==> src/rtl/alu_share_arbiter.sv <==
// alu_share_arbiter
//   Shares one combinational ALU between two requesters. A round-robin (or
//   fixed-priority) grant accepts one request at a time in IDLE, the operands
//   and function code are registered onto the ALU inputs, the ALU output is
//   captured one cycle later and held on the shared response bus until the
//   owning port takes it.
// Ports
//   clk, reset                     clock / synchronous active-high reset
//   reqN_valid/op1/op2/ctrl/ready  request side, N = 0,1 (ready is combinational)
//   alu_op1/alu_op2/alu_control    registered drive into the shared ALU
//   alu_result/alu_zero            combinational ALU outputs
//   rspN_valid/rspN_ready          per-port response handshake
//   rsp_result/rsp_zero/rsp_err    shared registered response bus
module alu_share_arbiter #(
   parameter int WIDTH      = 32,
   parameter int CTRL_W     = 6,
   parameter bit FIXED_PRIO = 1'b0
) (
   input  logic              clk,
   input  logic              reset,
   input  logic              req0_valid,
   input  logic [WIDTH-1:0]  req0_op1,
   input  logic [WIDTH-1:0]  req0_op2,
   input  logic [CTRL_W-1:0] req0_ctrl,
   output logic              req0_ready,
   input  logic              req1_valid,
   input  logic [WIDTH-1:0]  req1_op1,
   input  logic [WIDTH-1:0]  req1_op2,
   input  logic [CTRL_W-1:0] req1_ctrl,
   output logic              req1_ready,
   output logic [WIDTH-1:0]  alu_op1,
   output logic [WIDTH-1:0]  alu_op2,
   output logic [CTRL_W-1:0] alu_control,
   input  logic [WIDTH-1:0]  alu_result,
   input  logic              alu_zero,
   output logic              rsp0_valid,
   output logic              rsp1_valid,
   input  logic              rsp0_ready,
   input  logic              rsp1_ready,
   output logic [WIDTH-1:0]  rsp_result,
   output logic              rsp_zero,
   output logic              rsp_err
);

   typedef enum logic [1:0] {IDLE, EXEC, RESP} state_t;

   localparam logic [CTRL_W-1:0] F_ADD = CTRL_W'(6'b100000);
   localparam logic [CTRL_W-1:0] F_SUB = CTRL_W'(6'b100010);
   localparam logic [CTRL_W-1:0] F_AND = CTRL_W'(6'b100100);
   localparam logic [CTRL_W-1:0] F_OR  = CTRL_W'(6'b100101);
   localparam logic [CTRL_W-1:0] F_XOR = CTRL_W'(6'b100110);
   localparam logic [CTRL_W-1:0] F_NOR = CTRL_W'(6'b100111);
   localparam logic [CTRL_W-1:0] F_SLT = CTRL_W'(6'b101010);

   state_t state, state_nxt;
   logic   prio;    // 0: port 0 wins a tie, 1: port 1 wins a tie
   logic   owner;   // port that owns the operation in flight
   logic   grant0, grant1;

   function automatic logic known_op(input logic [CTRL_W-1:0] c);
      case (c)
         F_ADD, F_SUB, F_AND, F_OR, F_XOR, F_NOR, F_SLT: known_op = 1'b1;
         default:                                        known_op = 1'b0;
      endcase
   endfunction

   always_comb begin
      state_nxt = state;
      grant0    = 1'b0;
      grant1    = 1'b0;
      case (state)
         IDLE: begin
            if (FIXED_PRIO || !prio) begin
               grant0 = req0_valid;
               grant1 = req1_valid & ~req0_valid;
            end else begin
               grant1 = req1_valid;
               grant0 = req0_valid & ~req1_valid;
            end
            if (grant0 || grant1) state_nxt = EXEC;
         end
         EXEC: state_nxt = RESP;
         RESP: if (owner ? rsp1_ready : rsp0_ready) state_nxt = IDLE;
         default: state_nxt = IDLE;
      endcase
   end

   // Grants are only ever raised in IDLE, so ready needs no extra state gating.
   assign req0_ready = grant0;
   assign req1_ready = grant1;
   assign rsp0_valid = (state == RESP) && !owner;
   assign rsp1_valid = (state == RESP) &&  owner;

   always_ff @(posedge clk) begin
      if (reset) begin
         state       <= IDLE;
         prio        <= 1'b0;
         owner       <= 1'b0;
         alu_op1     <= '0;
         alu_op2     <= '0;
         alu_control <= '0;
         rsp_result  <= '0;
         rsp_zero    <= 1'b0;
         rsp_err     <= 1'b0;
      end else begin
         state <= state_nxt;
         if (grant0 || grant1) begin
            alu_op1     <= grant1 ? req1_op1  : req0_op1;
            alu_op2     <= grant1 ? req1_op2  : req0_op2;
            alu_control <= grant1 ? req1_ctrl : req0_ctrl;
            owner       <= grant1;
            // Hand the tie-break to whichever port did not just win.
            prio        <= grant0;
         end
         if (state == EXEC) begin
            rsp_result <= alu_result;
            rsp_zero   <= alu_zero;
            rsp_err    <= ~known_op(alu_control);
         end
      end
   end

endmodule

==> config.mk <==
export PLATFORM = sky130hd
export DESIGN_NAME = alu_share_arbiter
export DESIGN_NICKNAME = d
export VERILOG_FILES = /design/src/rtl/alu_share_arbiter.sv
export SDC_FILE = /design/constraint.sdc
export NUM_CORES = 1
export LEC_CHECK = 0
export CAP_MARGIN = 20
export CORE_ASPECT_RATIO = 1.2
export CORE_MARGIN = 1.5
export CORE_UTILIZATION = 25
export DETAILED_ROUTE_END_ITERATION = 8
export SLEW_MARGIN = 20
export SYNTH_ARGS = -nofsm -noshare
export SYNTH_HDL_FRONTEND = slang
export SYNTH_SLANG_ARGS = --single-unit
==> constraint.sdc <==
create_clock -name clk -period 4.68 [get_ports clk]
set_clock_uncertainty 0.2 [all_clocks]
set_input_delay 0.936 -clock clk [delete_from_list [all_inputs] [get_ports clk]]
set_output_delay 0.936 -clock clk [all_outputs]
set_load 0.01 [all_outputs]
==> results.py, run 1 <==
metrics = {
    "drt": {
        "dr_total_vias": 5382,
        "highest-signal-layer": "met4",
        "drt-total-wl_um": 18800,
        "drt-met1-wl_um": 8120,
        "detail-route-antenna-nets": 0,
        "detail_route.iter0.violations": 326,
        "avgViaCountPerCell": 4.95,
        "detailroute.wirelength.met2_um": 8920,
        "drt_first_pass_iters": 4,
        "met3WireLength_um": 1440,
        "avgRoutedWirePerCell_um": 17.3,
        "drcViolationCount": 0,
    },
    "logic_synthesis": {
        "synth-warning-count": 0,
        "synth_cell_types": 28,
        "syn_area_cell_sq_um": 8.33,
        "yosys_register_bits": 108,
        "syn-num-nets": 772,
        "syn-cell-area_sq_um": 4940,
        "synth.yosys.seq_area_share_pct": 43.8,
        "post_synth_inst_count": 593,
    },
    "clock_tree": {
        "max-clock-path-buffers": 2,
        "cts.hold.buffers_added": 0,
        "clock_tree_root": "clkbuf_16",
        "worst_skew_pair.late_latency_ps": 350,
        "post-cts-setup-buffer-count": 0,
        "cts.htree.levels": 3,
        "cts.reportedPaths.clkPinSlew_ps": 70,
        "ctsResizeCount": 0,
        "cts_tree": "yes",
        "cts_sinks": 108,
        "cts_buffers": 9,
    },
    "critical_path": {
        "cp_max_fo": 4,
        "critical_path_class": "primary input to output pin",
        "worstPathArrival_ps": 2650,
        "register_to_register_path_depth": 4,
        "worst-endpoint-required_ps": 3540,
        "worstSetupStartpointType": "primary input",
        "r2r-start": "prio",
        "element_type_at_the_critical_path_end": "output pin",
        "worst_setup_path_startpoint": "req0_valid",
    },
    "grt": {
        "vias_in_the_first_global_route": 5187,
        "globalRouteOverflowTotal": 0,
        "grt_start_max_net_pins": 86,
        "global_route.usage.total_pct": 17.8,
        "initial_antenna_violation_count": 0,
        "global_route_wire_length_before_repair_um": 29400,
    },
    "cells_and_area": {
        "final_layout_size_suffix_gt1_share_pct": 5.32,
        "syn_to_final_growth_pct": 63.3,
        "number_of_nets_in_the_layout": 1001,
        "num_antenna_cells": 0,
    },
    "placed_design": {
        "numPortBuffers": 286,
        "gp_congestion": 0.767,
        "place.detailed.hpwl_um": 11800,
        "dp_worst_setup_slack_ps": 902,
    },
    "pwr": {
        "intPower_mw": 1.82,
        "pwr-share-seq_pct": 40.7,
        "power.density_nw_per_um2": 328,
        "vdd.ir_drop.worst_mv": 0.146,
        "static-leakage-power_nw": 2.68,
        "pwr-share-comb_pct": 30.3,
        "swShare_pct": 31.1,
        "total_switching_power_uw": 824,
        "share_clk_of_total_power_pct": 29.0,
    },
    "floorplan": {
        "vertical_die_dimension_um": 157,
        "die-area_sq_um": 20600,
        "std_cell_rows": 56,
        "die_x_um": 131,
        "core_outline_area_sq_um": 19500,
        "initial_utilization_pct": 25.3,
        "floorplan.io_pins": 287,
    },
    "timing": {
        "slew_headroom_pct": 32.0,
        "finalHoldViolCount": 0,
        "post-route-worst-setup-slack_ps": 893,
        "achievable_clock_frequency_ghz": 0.264,
        "finalSetupViolCount": 0,
        "share_of_the_clock_period_used_by_the_worst_path_pct": 80.9,
        "worst_pin_slew_ps": 1020,
        "finalSetupTns_ps": 0,
        "min_period_ps": 3790,
        "unrepaired_setup_endpoints_after_global_routing": "no",
        "timing_max_transition_violations_final": 0,
    },
    "worst_hold_path": {
        "worst_hold_path.num_cells": 2,
        "timing.hold.worst.class": "flop to flop",
        "timing.hold.worst.start": "rsp_result[4]",
    },
    "run": {
        "maxCapViolCount": 0,
    },
    "outcome": {
        "run_status": "complete, no violations",
    },
}
critical path, stage by stage:
cell             delay (ps)
clkdlybuf4s50_1         530
or3b_2                  490
a21oi_1                 140
clkdlybuf4s50_1         550
registers in the layout (all words and copies together) (netlist names), 2 cells and up:
signal and cells:
alu_op1 32, alu_op2 32, rsp_result 32, alu_control 6, state 2
cell families after synthesis:
| kind of cell | share of synthesized area, % |
|---|---|
| flops | 43.8 |
| mux | 0.203 |
| simple gates | 15.1 |
| compound gates | 31.8 |
| buf+inv | 9.10 |
synthesized netlist by cell type:
cell | number | area (sq um)
and2_4 | 1 | 8.76
clkbuf_1 | 39 | 146
o21ai_1 | 24 | 120
o21ai_0 | 47 | 235
or3b_2 | 1 | 8.76
a311oi_1 | 62 | 543
nand3_1 | 70 | 350
a22oi_1 | 1 | 7.51
nor2_4 | 1 | 11.3
nand2_1 | 67 | 251
and3b_1 | 1 | 8.76
buf_2 | 20 | 100
inv_1 | 1 | 3.75
mux2i_1 | 1 | 10.0
buf_4 | 1 | 7.51
nor3b_2 | 1 | 12.5
or2_0 | 1 | 6.26
nand2b_1 | 2 | 12.5
a311oi_2 | 9 | 135
nor2_1 | 3 | 11.3
dfxtp_1 | 108 | 2160
nand3b_1 | 1 | 7.51
nor2b_1 | 4 | 25.0
or3b_1 | 1 | 8.76
buf_6 | 17 | 191
nor3b_1 | 2 | 15.0
or2_1 | 1 | 6.26
a21oi_1 | 106 | 531
placed cells by master, fill, tap and decap left out, drive strengths merged, types with 2 or more instances in the layout:
cell type	instances
nand2b	2
or3b	2
clkbuf	10
nor3b	3
nor2	4
o21ai	71
dfxtp	108
nand3	70
a21oi	106
nor2b	4
nand2	67
clkdlybuf4s50	285
buf	10
clkinv	3
or2	2
inv	4
a311oi	71
routing by layer:
metal,vias to the layer above,track usage [%]
li1,2647,-
met2,220,29.0
met1,2497,22.9
met5,-,0
met4,0,4.87
met3,18,5.38
worst paths after layout:
check | slack [ps] | to
max | 890 | req0_ready
min | 250 | rsp_result[4]
max reg2reg | 2370 | alu_op2[23]
min reg2reg | 250 | rsp_result[4]
stage by stage:
stage                     power (mW)  cells  utilization [%]  instance area, sq um  hold WS, ps
after detailed placement        1.91   1072             39.9                  7760          247
after CTS                       2.70   1088             41.4                  8060          258
after global routing            2.80   1088             41.4                  8060          277
after global placement          1.91   1072             39.9                  7760          242
final                           2.65   1088             41.4                  8060          254
after floorplan                 1.50    593                -                  4940          262
cell type report:
cell class                 instances  area [sq um]
fill                            2035         11400
timing repair buffer             295          2930
multi-input combinational        407          2340
sequential                       108          2160
tap                              261           327
clock buffer                      10           239
clock inverter                     6          56.3
inverter                           1          3.75
power by group through the flow:
stage	Combinational [mW]	Sequential [mW]	Clock, mW
6_report	0.803	1.08	0.767
5_1_grt	0.870	1.09	0.837
4_1_cts	0.814	1.08	0.805
3_5_place_dp	0.812	1.10	0
3_3_place_gp	0.813	1.10	0
2_1_floorplan	0.358	1.14	0
Note: power is estimated with default switching activity, not from simulation.
==> inputs of run 2 (changes only) <==
==> constraint.sdc (replaced) <==
create_clock -name clk -period 3.77 [get_ports clk]
set_clock_uncertainty 0.2 [all_clocks]
set_input_delay 0.754 -clock clk [delete_from_list [all_inputs] [get_ports clk]]
set_output_delay 0.754 -clock clk [all_outputs]
set_load 0.01 [all_outputs]
==> run 2 against run 1 <==
  * Global-route usage grew 0.47 points
  * Wire length grew 3.4%
  * Critical endpoint unchanged
  * Die area is the same
  * Critical path depth is the same
  * Cell area grew 0.47%
  * Sequential power grew 24%
  * First-iteration DRC count shrank 11%
  * Count of clock-buffer cells in the layout grew 1
  * Via count grew 1.3%
  * Power grew 25%
  * Largest power group unchanged
  * Utilization grew 0.19 points
  * Largest cell class unchanged
==> results.py, run 2 (synthesis results as in run 1) <==
metrics = {
    "outcome": {
        "run_status": "complete, no violations",
    },
    "floorplan": {
        "die_x_um": 131,
        "initial_utilization_pct": 25.3,
        "vertical_die_dimension_um": 157,
        "die-area_sq_um": 20600,
        "core_outline_area_sq_um": 19500,
        "floorplan.io_pins": 287,
        "std_cell_rows": 56,
    },
    "clock_tree": {
        "ctsResizeCount": 0,
        "cts_buffers": 9,
        "cts_sinks": 108,
        "max-clock-path-buffers": 2,
        "cts.hold.buffers_added": 0,
        "cts.reportedPaths.clkPinSlew_ps": 70,
        "worst_skew_pair.late_latency_ps": 350,
        "cts_tree": "yes",
        "cts.htree.levels": 3,
        "clock_tree_root": "clkbuf_16",
        "post-cts-setup-buffer-count": 0,
    },
    "critical_path": {
        "critical-path-max-stage-delay_ps": 540,
        "cp_max_fo": 4,
        "timing.critical_path.max_delay_family": "buffers and inverters",
        "cp_slowest_cell": "clkdlybuf4s50_1",
        "register_to_register_path_depth": 4,
        "worstPathArrival_ps": 2450,
        "worstSetupStartpointType": "primary input",
        "worst-endpoint-required_ps": 2820,
        "element_type_at_the_critical_path_end": "output pin",
        "critical_path_class": "primary input to output pin",
        "critical_path.cell_chain": "clkdlybuf4s50_1 > or3b_2 > a21oi_1 > clkdlybuf4s50_1",
        "rrSetupSlack_ps": 1520,
        "worst_path_most_repeated_cell": "clkdlybuf4s50_1",
        "wp_buf_inv": 2,
        "critical_path.reg2reg.endpoint": "alu_op1[17]",
        "r2r-start": "state[1]",
    },
    "timing": {
        "finalHoldViolCount": 0,
        "share_of_the_clock_period_used_by_the_worst_path_pct": 90.4,
        "finalHoldWorstSlack_ps": 255,
        "slew_headroom_pct": 42.0,
        "worst_pin_slew_ps": 870,
        "achievable_clock_frequency_ghz": 0.293,
        "finalSetupTns_ps": 0,
        "post-route-worst-setup-slack_ps": 362,
        "unrepaired_setup_endpoints_after_global_routing": "no",
        "finalSetupViolCount": 0,
        "min_period_ps": 3410,
        "timing_max_transition_violations_final": 0,
    },
    "drt": {
        "drcViolationCount": 0,
        "drt-total-wl_um": 19400,
        "avgViaCountPerCell": 5.01,
        "dr_total_vias": 5451,
        "avgRoutedWirePerCell_um": 17.8,
        "detail-route-antenna-nets": 0,
        "drt_first_pass_iters": 7,
        "detail_route.iter0.violations": 290,
    },
    "grt": {
        "global_route.usage.total_pct": 18.3,
        "initial_antenna_violation_count": 0,
        "globalRouteOverflowTotal": 0,
        "global_route_wire_length_before_repair_um": 30000,
        "grt_start_max_net_pins": 72,
        "vias_in_the_first_global_route": 5303,
    },
    "cells_and_area": {
        "finish.cell_count_without_fillers": 1089,
        "num_antenna_cells": 0,
        "biggestRegsByFlops": "alu_op1 x32, alu_op2 x32, rsp_result x32",
        "syn_to_final_growth_pct": 64.0,
        "number_of_nets_in_the_layout": 1002,
        "final_common_cell": "clkdlybuf4s50_1",
        "final_layout_size_suffix_gt1_share_pct": 5.31,
        "mostFrequentLayoutCells": "clkdlybuf4s50_1, dfxtp_1, a21oi_1",
    },
    "pwr": {
        "vdd.ir_drop.worst_mv": 0.193,
        "power_mw": 3.30,
        "static-leakage-power_nw": 2.69,
        "power.density_nw_per_um2": 407,
    },
    "worst_hold_path": {
        "worst_hold_path.num_cells": 2,
        "timing.hold.worst.class": "flop to flop",
        "timing.hold.worst.start": "rsp_result[16]",
        "destination_of_the_worst_hold_path": "rsp_result[16]",
    },
    "placed_design": {
        "place.detailed.hpwl_um": 11800,
        "numPlacedInstances": 1073,
        "dp_worst_setup_slack_ps": 370,
        "gp_congestion": 0.760,
        "numPortBuffers": 286,
    },
    "run": {
        "maxCapViolCount": 0,
    },
}
[run 2: where the power goes]
part	switching (mW)	internal (mW)
Combinational	0.487	0.524
Sequential	0.0735	1.27
Clock	0.469	0.478
[run 2: worst max path at each step]
stage | start | end | slack, ps | cells after the start
2_1_floorplan | req1_valid | req1_ready | 1260 | 4
3_3_place_gp | req0_valid | req0_ready | 370 | 4
3_5_place_dp | req0_valid | req0_ready | 370 | 4
4_1_cts | req0_valid | req0_ready | 360 | 4
5_1_grt | req0_valid | req0_ready | 270 | 4
6_report | req0_valid | req0_ready | 360 | 4
[run 2: worst register-to-register path, cell delays in order (launching register included)]
cell,delay [ps]
dfxtp_1,570
or3b_2,220
buf_4,620
o21ai_0,290
a311oi_1,280
[run 2: layout make-up]
cell class | count | area, sq um
clock buffers | 11 | 243
clock inverters | 5 | 45.0
fillers | 2028 | 11400
inverters | 1 | 3.75
multi-input cells | 407 | 2340
flip-flops and latches | 108 | 2160
well taps | 261 | 327
repair buffers | 296 | 2970
[run 2: through the flow]
step | util [%] | area (sq um)
3_3_place_gp | 40.1 | 7810
3_5_place_dp | 40.1 | 7810
5_1_grt | 41.6 | 8100
6_report | 41.6 | 8100
2_1_floorplan | - | 4940
4_1_cts | 41.6 | 8100
[run 2: layer usage]
metal  global-route usage [%]  vias up  wire [um]
met3                     5.02       20       1160
met4                     4.81        0        313
li1                         -     2648          -
met1                     23.3     2573       8540
met2                     30.6      210       9410
met5                        0        -          0
==> inputs of run 3 (changes only) <==
--- a/config.mk
+++ b/config.mk
@@ -8,8 +8,10 @@
 export CAP_MARGIN = 20
 export CORE_ASPECT_RATIO = 1.2
 export CORE_MARGIN = 1.5
-export CORE_UTILIZATION = 25
+export CORE_UTILIZATION = 38
 export DETAILED_ROUTE_END_ITERATION = 8
+export GPL_TIMING_DRIVEN = 0
+export PLACE_DENSITY = 0.81
 export SLEW_MARGIN = 20
 export SYNTH_ARGS = -nofsm -noshare
 export SYNTH_HDL_FRONTEND = slang
==> run 3 against run 2 <==
  * Maximum frequency fell by 4.2%
  * Critical path type unchanged
  * Count of clock-buffer cells in the layout decreased by 2
  * Wire length shrank 5.1%
  * Critical endpoint is now req1_ready
  * Highest routed layer unchanged
  * Register-to-register slack gained 280 ps
==> results.py, run 3 (synthesis results as in run 1) <==
metrics = {
    "outcome": {
        "run_status": "complete, no violations",
    },
    "floorplan": {
        "vertical_die_dimension_um": 128,
        "die-area_sq_um": 13700,
        "die_x_um": 107,
        "initial_utilization_pct": 39.0,
        "core_outline_area_sq_um": 12700,
        "floorplan.io_pins": 287,
        "std_cell_rows": 45,
    },
    "placed_design": {
        "dp_worst_setup_slack_ps": 143,
        "place.detailed.hpwl_um": 13900,
        "gp_congestion": 0.876,
        "numPortBuffers": 285,
    },
    "critical_path": {
        "critical-path-max-stage-delay_ps": 550,
        "worstSetupPathDepth": 6,
        "cp_max_fo": 10,
        "register_to_register_path_depth": 5,
        "critical_path.cell_chain": "clkdlybuf4s50_1 > or3b_1 > buf_6 > buf_6 > nor2_1 > clkdlybuf4s50_1",
        "worstSetupStartpointType": "primary input",
        "worst-endpoint-required_ps": 2820,
        "cp_slowest_cell": "clkdlybuf4s50_1",
        "worstPathArrival_ps": 2600,
        "critical_path_class": "primary input to output pin",
        "wp_buf_inv": 4,
        "timing.critical_path.max_delay_family": "buffers and inverters",
        "element_type_at_the_critical_path_end": "output pin",
    },
    "drt": {
        "drcViolationCount": 0,
        "detail_route.iter0.violations": 290,
        "detail-route-antenna-nets": 0,
        "avgRoutedWirePerCell_um": 17.5,
        "drt_first_pass_iters": 5,
        "avgViaCountPerCell": 5.44,
        "drt-total-wl_um": 18400,
        "dr_total_vias": 5749,
    },
    "worst_hold_path": {
        "worst_hold_path.num_cells": 2,
        "timing.hold.worst.class": "flop to flop",
    },
    "cells_and_area": {
        "fillers": 1107,
        "final_common_cell": "clkdlybuf4s50_1",
        "mostFrequentLayoutCells": "clkdlybuf4s50_1, dfxtp_1, a21oi_1",
        "num_antenna_cells": 0,
        "regArea_sq_um": 2160,
        "multi_input_area_sq_um": 2330,
        "biggestRegsByFlops": "alu_op1 x32, alu_op2 x32, rsp_result x32",
        "number_of_nets_in_the_layout": 1067,
        "utilization_pct": 65.4,
        "final_layout_size_suffix_gt1_share_pct": 7.40,
        "syn_to_final_growth_pct": 67.7,
    },
    "grt": {
        "grt_start_max_net_pins": 18,
        "global_route_wire_length_before_repair_um": 29200,
        "vias_in_the_first_global_route": 5720,
        "globalRouteOverflowTotal": 0,
        "initial_antenna_violation_count": 0,
        "global_route.usage.total_pct": 26.8,
    },
    "clock_tree": {
        "max-clock-path-buffers": 2,
        "cts.reportedPaths.clkPinSlew_ps": 70,
        "post-cts-setup-buffer-count": 0,
        "cts.hold.buffers_added": 0,
        "clock_tree_root": "clkbuf_16",
        "cts_sinks": 108,
        "cts.htree.levels": 3,
        "cts_buffers": 9,
        "cts_tree": "yes",
        "worst_skew_pair.late_latency_ps": 350,
        "ctsResizeCount": 0,
    },
    "timing": {
        "finalSetupViolCount": 0,
        "post-route-worst-setup-slack_ps": 214,
        "finalHoldViolCount": 0,
        "timing_max_transition_violations_final": 0,
        "share_of_the_clock_period_used_by_the_worst_path_pct": 94.3,
        "slew_headroom_pct": 60.6,
        "unrepaired_setup_endpoints_after_global_routing": "no",
        "achievable_clock_frequency_ghz": 0.281,
        "finalSetupTns_ps": 0,
        "min_period_ps": 3560,
        "worst_pin_slew_ps": 590,
    },
    "pwr": {
        "power.density_nw_per_um2": 407,
        "vdd.ir_drop.worst_mv": 0.228,
        "static-leakage-power_nw": 2.86,
    },
    "run": {
        "maxCapViolCount": 0,
    },
}
==> run 3: changes by cell type in the layout (fill, tap and decap cells not counted), moves of 2 or more <==
cell and delta:
buf_2 +20, buf_6 +17, buf_4 -7, nor2b_1 +2
clkinv_2 +2, buf_12 -3, clkbuf_1 +37
==> run 3: worst min-delay path, stage by stage (launching register included) <==
cell and delay (ps):
dfxtp_1 310, nand2_1 50, a21oi_1 50
==> run 3: path summary, 6_finish.rpt <==
kind	startpoint	slack, ps	endpoint
setup reg to reg	prio	1800	alu_control[2]
setup / recovery	req1_valid	210	req1_ready
hold reg to reg	rsp_result[6]	250	rsp_result[6]
hold / removal	rsp_result[6]	250	rsp_result[6]
==> run 3: layout make-up <==
cell class                 count  share of cell area, %
tap                          164                   2.48
buffer                        76                   5.33
clock inverter                 6                  0.786
sequential                   108                   26.1
inverter                       1                 0.0453
clock buffer                   9                   2.72
timing repair buffer         285                   34.4
multi-input combinational    407                   28.1
==> run 3: per-layer routing <==
layer  global-route usage [%]  wire [um]
met1                     30.4       7040
met2                     47.1       9150
met3                     7.17       1650
met4                     11.4        597
met5                        0          0
==> run 3: metrics by stage <==
| stage | power (mW) | hold WS (ps) | instance area [sq um] | cells |
|---|---|---|---|---|
| 3_3_place_gp | 2.42 | 241 | 8000 | 1042 |
| 3_5_place_dp | 2.43 | 246 | 8000 | 1042 |
| 2_1_floorplan | 1.86 | 262 | 4940 | 593 |
| 5_1_grt | 3.52 | 272 | 8280 | 1056 |
| 4_1_cts | 3.38 | 255 | 8290 | 1057 |
| 6_report | 3.37 | 254 | 8280 | 1056 |
==> run 3: power by group <==
part / switching, mW / internal, mW
sequential: 0.0721 / 1.27
clock: 0.448 / 0.514
combinational: 0.497 / 0.569
total: 1.02 / 2.35
